==> src/rtl/sentinel_wb_arb_pkg.sv <==
// Shared types and default widths for the Sentinel two-master Wishbone arbiter.
package sentinel_wb_arb_pkg;

   localparam int unsigned DefAddrW   = 30;
   localparam int unsigned DefDataW   = 32;
   localparam int unsigned DefTimeout = 15;

   // Bus ownership state; encoding doubles as the one-hot grant vector.
   typedef enum logic [1:0] {
      StIdle = 2'b00,
      StOwn0 = 2'b01,
      StOwn1 = 2'b10
   } arb_state_e;

   // Index of a requesting master (round-robin pointer type).
   typedef logic master_idx_t;

   localparam master_idx_t Master0 = 1'b0;
   localparam master_idx_t Master1 = 1'b1;

endpackage

==> src/rtl/sentinel_wb_watchdog.sv <==
// Stall watchdog: counts owner cycles without an ack and flags expiry after TIMEOUT of them.
// Only instantiated when SENTINEL_WB_ARB_TIMEOUT_EN is defined.
module sentinel_wb_watchdog #(
   parameter int unsigned TIMEOUT = 15
) (
   input  logic clk,
   input  logic rst,
   input  logic active_i,  // owner holds cyc this cycle
   input  logic ack_i,     // owner's beat is acked this cycle
   output logic expire_o
);

   localparam int unsigned CntW = $clog2(TIMEOUT + 1);

   logic [CntW-1:0] cnt_q, cnt_d;

   // Expiry fires in the cycle the count of prior stall cycles hits TIMEOUT.
   always_comb begin
      expire_o = active_i && (cnt_q == CntW'(TIMEOUT));
      if (!active_i || ack_i || expire_o) begin
         cnt_d = '0;
      end else begin
         cnt_d = cnt_q + CntW'(1);
      end
   end

   // Stall counter register.
   always_ff @(posedge clk or posedge rst) begin
      if (rst) begin
         cnt_q <= '0;
      end else begin
         cnt_q <= cnt_d;
      end
   end

endmodule

==> src/rtl/sentinel_wb_arbiter.sv <==
// Two-master, one-slave Wishbone classic arbiter for the Sentinel bus.
// Round-robin grant per cyc, held for the whole cycle, back-to-back handoff without bubbles.
// Optional hung-slave kill: define SENTINEL_WB_ARB_TIMEOUT_EN.
module sentinel_wb_arbiter
   import sentinel_wb_arb_pkg::*;
#(
   parameter int unsigned ADDR_W  = DefAddrW,
   parameter int unsigned DATA_W  = DefDataW,
   parameter int unsigned TIMEOUT = DefTimeout
) (
   input  logic                clk,
   input  logic                rst,
   // master 0 (core)
   input  logic                m0__cyc,
   input  logic                m0__stb,
   input  logic                m0__we,
   input  logic [ADDR_W-1:0]   m0__adr,
   input  logic [DATA_W/8-1:0] m0__sel,
   input  logic [DATA_W-1:0]   m0__dat_w,
   output logic [DATA_W-1:0]   m0__dat_r,
   output logic                m0__ack,
   output logic                m0__err,
   // master 1 (debug / DMA)
   input  logic                m1__cyc,
   input  logic                m1__stb,
   input  logic                m1__we,
   input  logic [ADDR_W-1:0]   m1__adr,
   input  logic [DATA_W/8-1:0] m1__sel,
   input  logic [DATA_W-1:0]   m1__dat_w,
   output logic [DATA_W-1:0]   m1__dat_r,
   output logic                m1__ack,
   output logic                m1__err,
   // slave
   output logic                s__cyc,
   output logic                s__stb,
   output logic                s__we,
   output logic [ADDR_W-1:0]   s__adr,
   output logic [DATA_W/8-1:0] s__sel,
   output logic [DATA_W-1:0]   s__dat_w,
   input  logic [DATA_W-1:0]   s__dat_r,
   input  logic                s__ack,
   // debug
   output logic [1:0]          gnt
);

   arb_state_e  state_q, state_d;
   master_idx_t last_q, last_d;

   logic own0;
   logic own1;
   logic owner_cyc;
   logic expire;
   logic ack_ok;

   // Decode current ownership and the owner's raw cyc.
   always_comb begin
      own0      = (state_q == StOwn0);
      own1      = (state_q == StOwn1);
      owner_cyc = (own0 & m0__cyc) | (own1 & m1__cyc);
   end

`ifdef SENTINEL_WB_ARB_TIMEOUT_EN
   logic owner_stb;
   logic raw_ack;

   assign owner_stb = (own0 & m0__stb) | (own1 & m1__stb);
   assign raw_ack   = owner_cyc & owner_stb & s__ack;

   sentinel_wb_watchdog #(
      .TIMEOUT (TIMEOUT)
   ) u_watchdog (
      .clk      (clk),
      .rst      (rst),
      .active_i (owner_cyc),
      .ack_i    (raw_ack),
      .expire_o (expire)
   );
`else
   // No watchdog: a hung slave holds the bus until its master gives up.
   logic unused_timeout;
   assign expire         = 1'b0;
   assign unused_timeout = ^TIMEOUT;
`endif

   // Slave port: combinational copy of the owner, zero when idle or being killed.
   always_comb begin
      s__cyc   = 1'b0;
      s__stb   = 1'b0;
      s__we    = 1'b0;
      s__adr   = '0;
      s__sel   = '0;
      s__dat_w = '0;
      unique case (state_q)
         StOwn0: begin
            s__cyc   = m0__cyc;
            s__stb   = m0__stb;
            s__we    = m0__we;
            s__adr   = m0__adr;
            s__sel   = m0__sel;
            s__dat_w = m0__dat_w;
         end
         StOwn1: begin
            s__cyc   = m1__cyc;
            s__stb   = m1__stb;
            s__we    = m1__we;
            s__adr   = m1__adr;
            s__sel   = m1__sel;
            s__dat_w = m1__dat_w;
         end
         default: ;
      endcase
      if (expire) begin
         s__cyc = 1'b0;
         s__stb = 1'b0;
      end
   end

   // Return path: ack/err only to the owner, read data broadcast.
   always_comb begin
      ack_ok    = s__cyc & s__stb & s__ack;
      m0__dat_r = s__dat_r;
      m1__dat_r = s__dat_r;
      m0__ack   = own0 & ack_ok;
      m1__ack   = own1 & ack_ok;
      m0__err   = own0 & expire;
      m1__err   = own1 & expire;
      gnt       = {own1, own0};
   end

   // Arbitration: grant from idle, hold while owner cyc stays high, hand off on release.
   always_comb begin
      state_d = state_q;
      last_d  = last_q;
      unique case (state_q)
         StIdle: begin
            if (m0__cyc && (!m1__cyc || last_q == Master1)) begin
               state_d = StOwn0;
               last_d  = Master0;
            end else if (m1__cyc) begin
               state_d = StOwn1;
               last_d  = Master1;
            end
         end
         StOwn0: begin
            if (expire) begin
               state_d = StIdle;
            end else if (!owner_cyc) begin
               if (m1__cyc) begin
                  state_d = StOwn1;
                  last_d  = Master1;
               end else begin
                  state_d = StIdle;
               end
            end
         end
         StOwn1: begin
            if (expire) begin
               state_d = StIdle;
            end else if (!owner_cyc) begin
               if (m0__cyc) begin
                  state_d = StOwn0;
                  last_d  = Master0;
               end else begin
                  state_d = StIdle;
               end
            end
         end
         default: begin
            state_d = StIdle;
         end
      endcase
   end

   // State and round-robin pointer; reset favours master 0 on the first tie.
   always_ff @(posedge clk or posedge rst) begin
      if (rst) begin
         state_q <= StIdle;
         last_q  <= Master1;
      end else begin
         state_q <= state_d;
         last_q  <= last_d;
      end
   end

endmodule

==> config.mk <==
export PLATFORM = sky130hd
export DESIGN_NAME = sentinel_wb_arbiter
export DESIGN_NICKNAME = d
export VERILOG_FILES = /design/src/rtl/sentinel_wb_arb_pkg.sv /design/src/rtl/sentinel_wb_watchdog.sv /design/src/rtl/sentinel_wb_arbiter.sv
export SDC_FILE = /design/constraint.sdc
export NUM_CORES = 1
export LEC_CHECK = 0
export BUFFER_PORTS_ARGS = -buffer_cell sky130_fd_sc_hd__buf_2
export CAP_MARGIN = 20
export CORE_AREA = 2 2 122 124
export CTS_CLUSTER_DIAMETER = 40
export DETAILED_ROUTE_END_ITERATION = 7
export DIE_AREA = 0 0 124 126
export GPL_TIMING_DRIVEN = 0
export HOLD_SLACK_MARGIN = 0.12
export SETUP_SLACK_MARGIN = 0.4
export SLEW_MARGIN = 20
export SYNTH_ARGS = -nofsm -noshare
export SYNTH_HDL_FRONTEND = slang
export SYNTH_SLANG_ARGS = --single-unit
export TNS_END_PERCENT = 5
==> constraint.sdc <==
create_clock -name clk -period 5 [get_ports clk]
set_clock_uncertainty 0.2 [all_clocks]
set_input_delay 0.5 -clock clk [delete_from_list [all_inputs] [get_ports clk]]
set_output_delay 0.5 -clock clk [all_outputs]
set_load 0.02 [all_outputs]
Word-level counts from Yosys, hierarchy flattened
Cells that the tools add are included.
{"block": "totals", "regBits": 3, "inputBits": 173, "out_inout_bits": 139, "elab_cells": 41}
{"block": "op_classes", "bitwise_logic": 7, "eq_ne": 6, "n_mux": 19, "reduce_logical": 7}
{"op": "$pmux W32 S2", "count": 1}
{"op": "$pmux W30 S2", "count": 1}
{"op": "$mux W2", "count": 5}
{"op": "$pmux W4 S2", "count": 1}
{"op": "$and A1 B1 Y1", "count": 6}
{"op": "$mux W1", "count": 6}
{"op": "$ne A2 B2 Y1 const B", "count": 3}
{"op": "$pmux W1 S2", "count": 3}
{"op": "$pmux W2 S3", "count": 1}
{"op": "$reduce_and A4 Y1", "count": 1}
{"op": "$ne A3 B3 Y1 const B", "count": 1}
{"op": "$pmux W1 S3", "count": 1}
{"op": "$reduce_and A3 Y1", "count": 1}
{"op": "$reduce_bool A3 Y1", "count": 1}
{"op": "$eq A2 B1 Y1 const B", "count": 1}
{"op": "$eq A2 B2 Y1 const B", "count": 1}
{"op": "$logic_not A2 Y1", "count": 1}
{"op": "$logic_and A1 B1 Y1", "count": 1}
{"op": "$logic_not A1 Y1", "count": 1}
{"op": "$logic_or A1 B1 Y1", "count": 1}
{"op": "$or A1 B1 Y1", "count": 1}

Depth between registers and ports, before layout
{"block": "logic_depth", "ltp_word": 5, "ltp_mapped": 6, "ltp_nobuf": 5}

Worst setup path after synthesis
No wires, ideal clock.
{"block": "synth_path", "path_kind": "register -> output", "start": "register state_q[0]", "end": "output m0__ack", "path_slack_ns": 2.636, "stages_incl_launch_ff": 7, "path_buffers": 1, "arrival_ns": 1.664, "required_time_ns": 4.300, "path_cell_list": "dfrtp_1 inv_1 ha_1 buf_2 a22oi_1 nand3b_1 nor3b_1"}
{"block": "synth_between", "elab_chain_cells": 5}
{"element": "from (decl)", "line_no": "sentinel_wb_arbiter.sv:46", "rtl": "arb_state_e state_q, state_d;"}
{"element": "from (signal assigned)", "line_no": "sentinel_wb_arbiter.sv:177", "rtl": "state_q <= StIdle;"}
{"element": "from (signal assigned)", "line_no": "sentinel_wb_arbiter.sv:180", "rtl": "state_q <= state_d;"}
{"element": "$eq A2 B2 Y1 *"}
{"element": "named net own1", "line_no": "sentinel_wb_arbiter.sv:50", "rtl": "logic own1;"}
{"element": "$pmux W1 S2", "line_no": "sentinel_wb_arbiter.sv:93", "rtl": "unique case (state_q)"}
{"element": "$and A1 B1 Y1 * (2 in a row)", "line_no": "sentinel_wb_arbiter.sv:120", "rtl": "ack_ok = s__cyc & s__stb & s__ack;"}
{"element": "$and A1 B1 Y1 *", "line_no": "sentinel_wb_arbiter.sv:123", "rtl": "m0__ack = own0 & ack_ok;"}
{"element": "to (decl)", "line_no": "sentinel_wb_arbiter.sv:21", "rtl": "output logic m0__ack,"}
Mark *: on every way through the listed nets, which the timed path passes. The rest lies on a longest branch.

Worst setup path in the final report
{"block": "layout_path", "start": "register state_q[0]", "end": "output s__dat_w[27]"}
{"block": "layout_between", "elab_chain_cells": 2}
{"element": "$eq A2 B2 Y1"}
{"element": "named net own1", "line_no": "sentinel_wb_arbiter.sv:50"}
{"element": "$pmux W32 S2", "line_no": "sentinel_wb_arbiter.sv:93"}
{"element": "to (decl)", "line_no": "sentinel_wb_arbiter.sv:39", "rtl": "output logic [DATA_W-1:0] s__dat_w,"}
The timed path passes the listed nets, and every way through them passes these cells.

==> flow_metrics.tcl <==
set metrics [dict create \
    outcome "finished clean" \
    p_sw_uw 771 \
    post-route-period-util 0.583 \
    overflow 0 \
    synth_common_cells "nor2b_1, a22oi_1, buf_4, clkbuf_1, a21oi_1" \
    pwr-share-comb 0.875 \
    synth_top_family_by_area "buffers and inverters" \
    p_clk_frac 0.090 \
    die_h_microns 126 \
    hp-class "reg -> reg" \
    dieArea_sq_um 15600 \
    finalSetupViolations 0 \
    endpoint_kind "output pin" \
    synth_mux_area_frac 0 \
    max_freq_mhz 343 \
    grt_usage 0.108 \
    synth_fa_ha_area_frac 0.0273 \
    synth_top_area_frac 0.279 \
    std_cell_rows 44 \
    worstPathRequired_ns 4.30 \
    synth-xor-area-share 0 \
    drt_iter0_drc 129 \
    setup_tns_ns 0 \
    postCtsSetupBuffers 0 \
    clk_pin_slew_ns 0.03 \
    synthTopCellsByArea "a22oi_1, buf_4, nor2b_1" \
    cp-startpoint "state_q[0]" \
    antenna_found_initial 1 \
    startpoint_type "flip-flop" \
    clockBufferDepth 2 \
    routedWlPerCell_microns 13.2 \
    ys_ff_latch 3 \
    p_sw_frac 0.543 \
    yosysMostFrequentCell "nor2b_1" \
    yosys.area.top_type "a22oi_1" \
    ir_worst_vdd_uv 110 \
    synth-compound-area-share 0.318 \
    die_w_microns 124 \
    vias 2844 \
    final_max_slew_viol_count 0 \
    cp_max_fo 10 \
    cts_tree "done" \
    hold_start "last_q" \
    dpl.hpwl_microns 8410 \
    power_frac_seq 0.035 \
    max_stage_delay_ns 0.48 \
    worst_slew_pin_slew_ns 0.571 \
    antenna_left 0 \
    final.fill_count 1624 \
    worst-path-buf-inv 4 \
    yosys.area_share.simple 0.270 \
    path_common_cell "buf_2" \
    route.detailed.drc 0 \
    worst_slew_margin_rel 0.620 \
    power.leakage_nw 1.94 \
    clkSinkCount 3 \
    critPathArrivalTime_ns 2.21 \
    multi_input_area_sq_um 1140 \
    critPathTopFamily "buffers and inverters" \
    avgViaCountPerCell 3.91 \
    cts_resized 0 \
    timing.rr.start "state_q[0]" \
    cp_slowest_cell "buf_1" \
    drive_gt1_frac 0.653 \
    register_area_sq_um 76.3 \
    area_growth_pct 93.3 \
    ys_warn_count 0 \
    synth_edf_count 0 \
    hold_viol 0 \
    dr.pass1.iters 4 \
    finalCriticalPeriod_ns 2.91 \
    synthFlopType "dfrtp_1" \
    clk_latency_ns 0.22 \
    ys_seq_area_frac 0.0417 \
    ys_types 26 \
    grt_start_max_net_pins 11 \
    final_nets 722 \
    fin_util 0.247 \
    ioPinCount 312 \
    path_class "reg -> out" \
    maxCapViolCount 0 \
    grt_first_pass_wirelength_microns 13400 \
    core_sq_um 14300 \
    pwr_density_cell_nw_per_um2 401 \
    port_buffers 277 \
    wl_microns 9600 \
    cts_max_level 1 \
    hold_slack_ns 0.293 \
    worstPathCellList "inv_1, ha_1, buf_2, buf_1, a22oi_1, nor2b_1, buf_2" \
    syn_avg_cell_area_sq_um 7.02 \
    n_antenna_cell 0 \
    cts_root_buf "clkbuf_16" \
    start_util 0.128 \
    place_congestion 0.847 \
    netlist_instances 261 \
    postSynth.asyncResetShare 1.00 \
    syn_area_sq_um 1830 \
    rsz0062_at_grt "false" \
    first_global_vias 2568 \
    cts_buffers 3 \
    power.internal_uw 648 \
]
==> worst paths after layout <==
path / end / slack [ns] / cells after the start
worst min-delay path: last_q / 0.29 / 2
max in group asynchronous: last_q / 3.91 / 3
worst min register to register: last_q / 0.29 / 2
worst max-delay path: s__dat_w[27] / 2.09 / 7
min in group asynchronous: state_q[1] / 0.48 / 3
worst max register to register: state_q[0] / 2.95 / 6
==> registers in the layout (all words and copies together) (netlist names) <==
name,flops
state_q,2
last_q,1
==> area by class of cell <==
| type | instances | share of cell area |
|---|---|---|
| Clock buffer | 4 | 0.0223 |
| Timing Repair Buffer | 278 | 0.394 |
| Buffer | 91 | 0.172 |
| Multi-Input combinational cell | 164 | 0.321 |
| Sequential cell | 3 | 0.0216 |
| Tap cell | 184 | 0.0650 |
| Inverter | 4 | 0.00424 |
==> per-layer routing <==
metal	up-vias	routed length, microns	GRT usage
li1	1417	-	-
met1	1256	3990	0.138
met2	161	4750	0.194
met3	8	793	0.0131
met4	2	60	0.0198
met5	-	13	0
==> worst min-delay path, delay by kind of cell (launching register included) <==
family / cells / cell delay, ns
flip-flops: 1 / 0.37
AO/OA/AOI/OAI: 1 / 0.06
buffers and inverters: 1 / 0.06
==> cells in the final DEF, fill, tap and decap left out, types with 2 or more instances in the layout <==
| master | n |
|---|---|
| a21oi_1 | 5 |
| a22oi_1 | 68 |
| buf_1 | 4 |
| buf_2 | 280 |
| buf_4 | 68 |
| clkbuf_1 | 16 |
| clkbuf_16 | 3 |
| conb_1 | 2 |
| dfrtp_1 | 2 |
| ha_1 | 4 |
| inv_1 | 4 |
| nor2_1 | 3 |
| nor2b_1 | 69 |
| o21ai_0 | 2 |
==> per-stage QoR <==
step	total power [mW]	setup WS (ns)	instance area, sq um	instances
after floorplan	0.889	2.64	1840	262
after detailed placement	1.31	2.33	3450	723
final	1.42	2.09	3540	728
after global routing	1.55	1.85	3540	728
after global placement	1.31	2.35	3450	723
after CTS	1.44	2.09	3540	728
==> cells by family after synthesis <==
group | Yosys count
buffers and inverters | 95
other | 1
flip-flops | 3
AO/OA/AOI/OAI | 79
adder cells (fa/ha/maj) | 4
AND/OR/NAND/NOR | 79
==> power groups by stage <==
stage	registers (mW)	logic [mW]	clock network [mW]
floorplan	0.0458	0.844	0
global placement	0.0491	1.26	0
detailed placement	0.0484	1.26	0
CTS	0.0490	1.26	0.131
global route	0.0515	1.36	0.133
finish	0.0495	1.24	0.128
==> timing repair <==
item / in CTS / in global routing
endpoints found under the setup margin: 0 / 0
hold endpoints to repair: 2 / 0
hold buffers: 1 / 0
Note: power is estimated with default switching activity, not from simulation.
